## src/rtl/lcd_timing_gen.sv

```systemverilog
// Parallel-RGB LCD/VGA timing generator with test patterns.
// Registered outputs trail the raster counters by exactly one clock.
module lcd_timing_gen #(
    parameter int H_ACTIVE    = 800,
    parameter int H_FP        = 40,
    parameter int H_SYNC      = 48,
    parameter int H_BP        = 88,
    parameter int V_ACTIVE    = 480,
    parameter int V_FP        = 13,
    parameter int V_SYNC      = 3,
    parameter int V_BP        = 32,
    parameter int HS_POL      = 0,
    parameter int VS_POL      = 0,
    parameter int CBITS       = 6,
    parameter int TICK_FRAMES = 60
) (
    input  logic               clk,
    input  logic               reset,
    input  logic [1:0]         mode,
    input  logic [3*CBITS-1:0] solid_rgb,
    output logic               hsync,
    output logic               vsync,
    output logic               de,
    output logic [CBITS-1:0]   red,
    output logic [CBITS-1:0]   green,
    output logic [CBITS-1:0]   blue,
    output logic [10:0]        x,
    output logic [9:0]         y,
    output logic               frame_start,
    output logic               sec_tick,
    output logic [7:0]         frame_count
);

    localparam int H_TOTAL = H_ACTIVE + H_FP + H_SYNC + H_BP;
    localparam int V_TOTAL = V_ACTIVE + V_FP + V_SYNC + V_BP;
    localparam int TW      = (TICK_FRAMES > 1) ? $clog2(TICK_FRAMES) : 1;
    localparam int PW      = 3 * CBITS;

    localparam logic [10:0] HT_M1 = 11'(H_TOTAL - 1);
    localparam logic [10:0] HA    = 11'(H_ACTIVE);
    localparam logic [10:0] HS_B  = 11'(H_ACTIVE + H_FP);
    localparam logic [10:0] HS_E  = 11'(H_ACTIVE + H_FP + H_SYNC);
    localparam logic [10:0] BW_M1 = 11'(H_ACTIVE / 8 - 1);
    localparam logic [9:0]  VT_M1 = 10'(V_TOTAL - 1);
    localparam logic [9:0]  VA    = 10'(V_ACTIVE);
    localparam logic [9:0]  VS_B  = 10'(V_ACTIVE + V_FP);
    localparam logic [9:0]  VS_E  = 10'(V_ACTIVE + V_FP + V_SYNC);
    localparam logic [TW-1:0] TF_M1 = TW'(TICK_FRAMES - 1);
    localparam logic HS_ON = (HS_POL != 0);
    localparam logic VS_ON = (VS_POL != 0);

    // raster and bar counters
    logic [10:0]   hc_q, hc_d;
    logic [9:0]    vc_q, vc_d;
    logic [10:0]   bw_q, bw_d;
    logic [2:0]    bi_q, bi_d;
    // per-frame shadow of the pattern controls
    logic [1:0]    mode_q, mode_d;
    logic [PW-1:0] solid_q, solid_d;
    logic [TW-1:0] tick_q, tick_d;
    // registered outputs
    logic          hs_q, hs_d;
    logic          vs_q, vs_d;
    logic          de_q, de_d;
    logic [PW-1:0] rgb_q, rgb_d;
    logic [10:0]   x_q, x_d;
    logic [9:0]    y_q, y_d;
    logic          fs_q, fs_d;
    logic          st_q, st_d;
    logic [7:0]    fc_q, fc_d;

    logic          origin;
    logic          active;
    logic [PW-1:0] pix;

    assign origin = (hc_q == 11'd0) && (vc_q == 10'd0);
    assign active = (hc_q < HA) && (vc_q < VA);

    // raster advance; the bar index restarts at the start of every line
    always_comb begin
        hc_d = hc_q + 11'd1;
        vc_d = vc_q;
        bw_d = bw_q + 11'd1;
        bi_d = bi_q;
        if (hc_q == HT_M1) begin
            hc_d = 11'd0;
            bw_d = 11'd0;
            bi_d = 3'd0;
            vc_d = (vc_q == VT_M1) ? 10'd0 : vc_q + 10'd1;
        end else if (bw_q == BW_M1) begin
            bw_d = 11'd0;
            bi_d = bi_q + 3'd1;
        end
    end

    // controls are sampled at pixel (0,0) and bypassed on that same cycle
    always_comb begin
        mode_d  = origin ? mode : mode_q;
        solid_d = origin ? solid_rgb : solid_q;
    end

    // pattern generator; bar colours derive directly from the index bits
    always_comb begin
        pix = '0;
        unique case (mode_d)
            2'd0: pix = solid_d;
            2'd1: pix = {{CBITS{~bi_q[1]}}, {CBITS{~bi_q[2]}},
                         {CBITS{~bi_q[0]}}};
            2'd2: pix = (hc_q[4] ^ vc_q[4]) ? solid_d : '0;
            2'd3: pix = {3{vc_q[CBITS+2:3]}};
            default: pix = '0;
        endcase
    end

    // next output values, including frame and second tick bookkeeping
    always_comb begin
        hs_d   = ((hc_q >= HS_B) && (hc_q < HS_E)) ? HS_ON : ~HS_ON;
        vs_d   = ((vc_q >= VS_B) && (vc_q < VS_E)) ? VS_ON : ~VS_ON;
        de_d   = active;
        rgb_d  = active ? pix : '0;
        x_d    = hc_q;
        y_d    = vc_q;
        fs_d   = origin;
        st_d   = 1'b0;
        fc_d   = fc_q;
        tick_d = tick_q;
        if (origin) begin
            fc_d = fc_q + 8'd1;
            if (tick_q == TF_M1) begin
                tick_d = '0;
                st_d   = 1'b1;
            end else begin
                tick_d = tick_q + TW'(1);
            end
        end
    end

    // state register; reset overrides all counting
    always_ff @(posedge clk) begin
        if (reset) begin
            hc_q    <= '0;
            vc_q    <= '0;
            bw_q    <= '0;
            bi_q    <= '0;
            mode_q  <= '0;
            solid_q <= '0;
            tick_q  <= '0;
            hs_q    <= ~HS_ON;
            vs_q    <= ~VS_ON;
            de_q    <= 1'b0;
            rgb_q   <= '0;
            x_q     <= '0;
            y_q     <= '0;
            fs_q    <= 1'b0;
            st_q    <= 1'b0;
            fc_q    <= '0;
        end else begin
            hc_q    <= hc_d;
            vc_q    <= vc_d;
            bw_q    <= bw_d;
            bi_q    <= bi_d;
            mode_q  <= mode_d;
            solid_q <= solid_d;
            tick_q  <= tick_d;
            hs_q    <= hs_d;
            vs_q    <= vs_d;
            de_q    <= de_d;
            rgb_q   <= rgb_d;
            x_q     <= x_d;
            y_q     <= y_d;
            fs_q    <= fs_d;
            st_q    <= st_d;
            fc_q    <= fc_d;
        end
    end

    assign hsync       = hs_q;
    assign vsync       = vs_q;
    assign de          = de_q;
    assign red         = rgb_q[PW-1 -: CBITS];
    assign green       = rgb_q[2*CBITS-1 -: CBITS];
    assign blue        = rgb_q[CBITS-1:0];
    assign x           = x_q;
    assign y           = y_q;
    assign frame_start = fs_q;
    assign sec_tick    = st_q;
    assign frame_count = fc_q;

endmodule

```

## config.mk

```make
export PLATFORM = sky130hd
export DESIGN_NAME = lcd_timing_gen
export DESIGN_NICKNAME = d
export VERILOG_FILES = /design/src/rtl/lcd_timing_gen.sv
export SDC_FILE = /design/constraint.sdc
export NUM_CORES = 1
export LEC_CHECK = 0
export BUFFER_PORTS_ARGS = -buffer_cell sky130_fd_sc_hd__buf_2
export CORE_UTILIZATION = 56
export CTS_CLUSTER_SIZE = 25
export DETAILED_ROUTE_END_ITERATION = 7
export GPL_ROUTABILITY_DRIVEN = 0
export PLACE_DENSITY = 0.79
export SYNTH_ARGS = -nofsm -noshare
export SYNTH_HDL_FRONTEND = slang
export SYNTH_SLANG_ARGS = --single-unit
```

## constraint.sdc

```tcl
create_clock -name clk -period 3.35 [get_ports clk]
set_clock_uncertainty 0.2 [all_clocks]
set_input_delay 0.5025 -clock clk [delete_from_list [all_inputs] [get_ports clk]]
set_output_delay 0.5025 -clock clk [all_outputs]
set_load 0.02 [all_outputs]
```

Word-level counts from Yosys, hierarchy flattened
Index checks and enable logic that the tools add are counted.
- bits in registers: 113
- input bits: 22
- output and inout bits: 52
- $add $sub $neg: 6
- $lt $le $gt $ge: 6
- eq/ne operators: 7
- mux-type cells: 9
- bitwise logic cells: 6
- reduce and logical (&&, ||, !) cells: 11
- operators with widths (kind ; count):
    one-hot mux 18 bit (4 select lines) ; 1
    2-to-1 mux 18 bit ; 2
    adder 11 x 1 -> 11 bit, second input constant ; 2
    less-than comparator 11 x 10 -> 1 bit, second input constant ; 2
    less-than comparator 10 x 9 -> 1 bit, second input constant ; 2
    == test 11 x 10 -> 1 bit, second input constant ; 1
    == test 11 x 7 -> 1 bit, second input constant ; 1
    greater-or-equal comparator 11 x 10 -> 1 bit, second input constant ; 1
    logical NOT 11 bit ; 1
    adder 10 x 1 -> 10 bit, second input constant ; 1
    == test 10 bit, second input constant ; 1
    greater-or-equal comparator 10 x 9 -> 1 bit, second input constant ; 1
    logical NOT 10 bit ; 1
    2-to-1 mux 10 bit ; 1
    adder 8 x 1 -> 8 bit, second input constant ; 1
    adder 6 x 1 -> 6 bit, second input constant ; 1
    == test 6 bit, second input constant ; 1
    2-to-1 mux 6 bit ; 1
    OR reduction 2 bit ; 3
    inverter 1 bit ; 5
    == test 2 bit, second input constant ; 2
    logical AND 1 bit ; 4
    adder 3 x 1 -> 3 bit, second input constant ; 1
    2-to-1 mux 1 bit ; 3
    other kinds (5) ; 5

Logic depth before layout (Yosys ltp)
- depth after elaboration: 5
- mapped depth: 8
- mapped depth without buffers: 6

Worst setup path before layout
Ideal clock, no wire load.
- kind: register to register
- start point: register vc_q[5]
- end point: register rgb_q[6]
- library setup time: 0.151 ns
- arrival: 2.239 ns
- required time: 2.999 ns
- setup slack: 0.759 ns
- stages on the path, launching flop included: 7
- clock period less this slack: 2.591 ns
- cell sequence: dfxtp_1 -> or4_4 -> or4_4 -> nor2_4 -> buf_6 -> mux2i_1 -> a41oi_1
- longest elaborated chain between the ends: 5
- elaborated cells on any way between the ends: 14
- classes of those cells: 1 x order compare; 3 x eq/ne; 4 x mux; 1 x bitwise; 5 x reduce/logical
- ends and longest elaborated chain (what ; line ; RTL):
    start, declared ; 54 ; logic [9:0] vc_q, vc_d;
    start signal, assigned ; 159 ; vc_q <= vc_d;
    logical NOT 10 bit ; 76 ; assign origin = (hc_q == 11'd0) && (vc_q == 10'd0);
    logical AND 1 bit ; 76 ;
    2-to-1 mux 2 bit or 2-to-1 mux 18 bit (tied branches) ; 98, 99 ;
    == test 2 bit, or another cell as far along ; 105 ; unique case (mode_d)
    one-hot mux 18 bit (4 select lines) ; 105 ;
    end signal, assigned ; 168 ; rgb_q <= rgb_d;
    end, declared ; 65 ; logic [PW-1:0] rgb_q, rgb_d;
Several ways; a longest one is shown, not always the timed one.
A chain may end at the register's enable or synchronous reset.

Final worst setup path
- start point: register vc_q[5]
- end point: register rgb_q[15]
The elaborated chain is that of the path after synthesis.

==> impl_metrics.toml <==
[cells_and_area]
drive_above_1_share = 0.2033
layout_common_cells = "113 x dfxtp_1, 73 x buf_2, 63 x nand2_1, 60 x nor2_1, 54 x nand3_1"
nets = 620
n_fill_cell = 577
diodes = 0
multi_input_area_mm2 = 0.002120
area_growth_pct = 23.22
finalCoreUtilization = 0.7205
layout_commonest_cell = "dfxtp_1"
seq_area_mm2 = 0.002262
stdcell_count = 702

[routing]
drc = 0
viasPerCell = 5.674
postRouteAntennaNets = 0
firstDrtPassIters = 5
drt_iter0_markers = 269
vias = 3983
wl_mm = 10.60
routedWlPerCell_um = 15.09

[setup_path]
worstPathMaxFanout = 7
crit_path_end_kind = "register"
cp.required_ns = 3.48
rrSetupSlack_ns = 0.39
r2r_cells = 5
startpoint_type = "register"
critPathArrivalTime_ns = 3.08
path_class = "register to register"

[power_and_ir_drop]
sequentialPowerShare = 0.398
pwr_density_cell_mw_per_mm2 = 650.6
p_int_uw = 2779
power_leakage_uw = 0.002326
peakVddDrop_mv = 0.4047
p_sw_uw = 862.5
clkPwrFrac = 0.511
p_sw_frac = 0.2368
p_comb_frac = 0.091

[clock_network]
clock_sinks = 113
htreeDepth = 4
clockBufferDepth = 2
hold_buffers = 0
cts_root_buffer = "clkbuf_8"
post_cts_resized = 0
clk_latency_ns = 0.51
path_clk_slew_ns = 0.06
post_cts_buffers = 0
cts_tree = "yes"
cts_made_buffers = 17

[floorplanning]
dieArea_mm2 = 0.008475
die_h_um = 92.06
fp-row-count = 32
ios = 74
die_w_um = 92.06
core_area_mm2 = 0.007767
start_util = 0.5847

[synthesis]
yosysTopAreaCellShare = 0.4981
synth_area_mm2 = 0.004542
syn_inst = 513
seq_area_frac_synth = 0.4981
synth.avg_cell_area_um2 = 8.854
ys_types = 42
ys_warn_count = 0
ys_seq_elements = 113
synth_area_leaders = "dfxtp_1 50%, nand3_1 6.0%, nand2_1 5.2%"
synth_top_area_cell = "dfxtp_1"
synth_nets = 545

[status]
status = "completed"

[global_routing]
grt_max_degree = 40
grt_first_pass_wirelength_mm = 17.60
overflow = 0
grt_pass1_vias = 3726
grt_usage = 0.2658
antenna_found_initial = 0

[sta]
tightest_slew_ns = 0.6593
slew_violations = 0
rsz0062_at_grt = "no"
max_freq_mhz = 338.0
finalHoldViolCount = 0
setup_violations = 0
slew_headroom = 0.5605
timing.final.crit_share = 0.8832
fin_tns_setup_ns = 0
hold_ws_ns = 0.04030
min_period_ns = 2.959

[placed_design]
dp_hpwl_mm = 6.759
port_buffers = 73
dp_cells = 671

[run]
maxCapViolations = 0

[worst_hold_path]
worstHoldPathCells = 3
min_path_type = "input port to register"
[cell families after synthesis]
group	Yosys count	synth area share
AO/OA/AOI/OAI	62	0.08595
XOR/XNOR	34	0.06557
adder cells (fa/ha/maj)	10	0.02755
buffers and inverters	36	0.03526
flip-flops	113	0.4981
multiplexers	7	0.01598
AND/OR/NAND/NOR	251	0.2716
[power by group through the flow]
stage / Clock (uW) / Sequential [uW] / Combinational (uW)
3_5_place_dp: 0 / 1480 / 324
3_3_place_gp: 0 / 1480 / 316
6_report: 1860 / 1450 / 332
2_1_floorplan: 0 / 1510 / 194
5_1_grt: 1940 / 1460 / 364
4_1_cts: 1870 / 1450 / 330
[cell usage after synthesis, drive strengths merged]
| cell type | number |
|---|---|
| o21ai | 9 |
| nor4b | 1 |
| nand2 | 63 |
| buf | 7 |
| nor2b | 19 |
| ha | 10 |
| nor3b | 1 |
| nor3 | 8 |
| nor4 | 7 |
| mux2i | 5 |
| clkbuf | 19 |
| and4 | 2 |
| nor4bb | 1 |
| a41oi | 18 |
| and2 | 4 |
| o2111ai | 1 |
| or4 | 2 |
| and3 | 7 |
| xnor2 | 15 |
| a21o | 1 |
| nand3 | 54 |
| a21oi | 31 |
| or3b | 2 |
| nand4 | 10 |
| nor2 | 61 |
| inv | 10 |
| or2 | 1 |
| nand3b | 1 |
| mux2 | 2 |
| nand2b | 2 |
| or4b | 1 |
| o31ai | 1 |
| dfxtp | 113 |
| or3 | 4 |
| xor2 | 19 |
| a311oi | 1 |
[flip-flops by register name, indices dropped and copies added (netlist names), 2 cells and up]
signal	count
hc_q	11
vc_q	10
frame_count	8
bi_q	3
mode_q	2
bw_q	11
y	10
rgb_q	18
solid_q	18
x	11
tick_q	6
[layer usage]
layer,vias to the layer above,routed length (um),share of wire,global-route usage
met5,-,0,0,0
met4,0,215,0.020,0.1198
met3,23,715,0.067,0.07048
met2,167,5208,0.49,0.4341
met1,1875,4457,0.42,0.3277
li1,1918,-,-,-
[final timing paths]
kind                 start     endpoint
max                vc_q[5]    rgb_q[15]
min          solid_rgb[11]  solid_q[11]
max reg2reg        vc_q[5]    rgb_q[15]
min reg2reg     solid_q[6]   solid_q[6]
[per-stage QoR]
step / setup slack [ns] / cell area, um^2 / power, uW
floorplan: 0.7593 / 4542 / 1705
global placement: 0.6049 / 4980 / 1791
detailed placement: 0.5366 / 4980 / 1802
CTS: 0.4163 / 5597 / 3652
global route: 0.3327 / 5597 / 3758
finish: 0.3914 / 5597 / 3641
[cell type report]
cell class / count / area share
multi-input cells: 364 / 0.3787
inverters: 10 / 0.006707
well taps: 102 / 0.02280
clock buffers: 21 / 0.08205
repair buffers: 82 / 0.07735
clock inverters: 10 / 0.02817
flip-flops and latches: 113 / 0.4042
[worst max-delay path, cell delays in order, from the launching register on]
cell     delay [ns]
dfxtp_1        0.37
or4_4          0.58
or4_4          0.59
nor2_4         0.21
mux2i_1        0.56
a41oi_1        0.28
No activity file was read; power rests on OpenSTA's default activity.
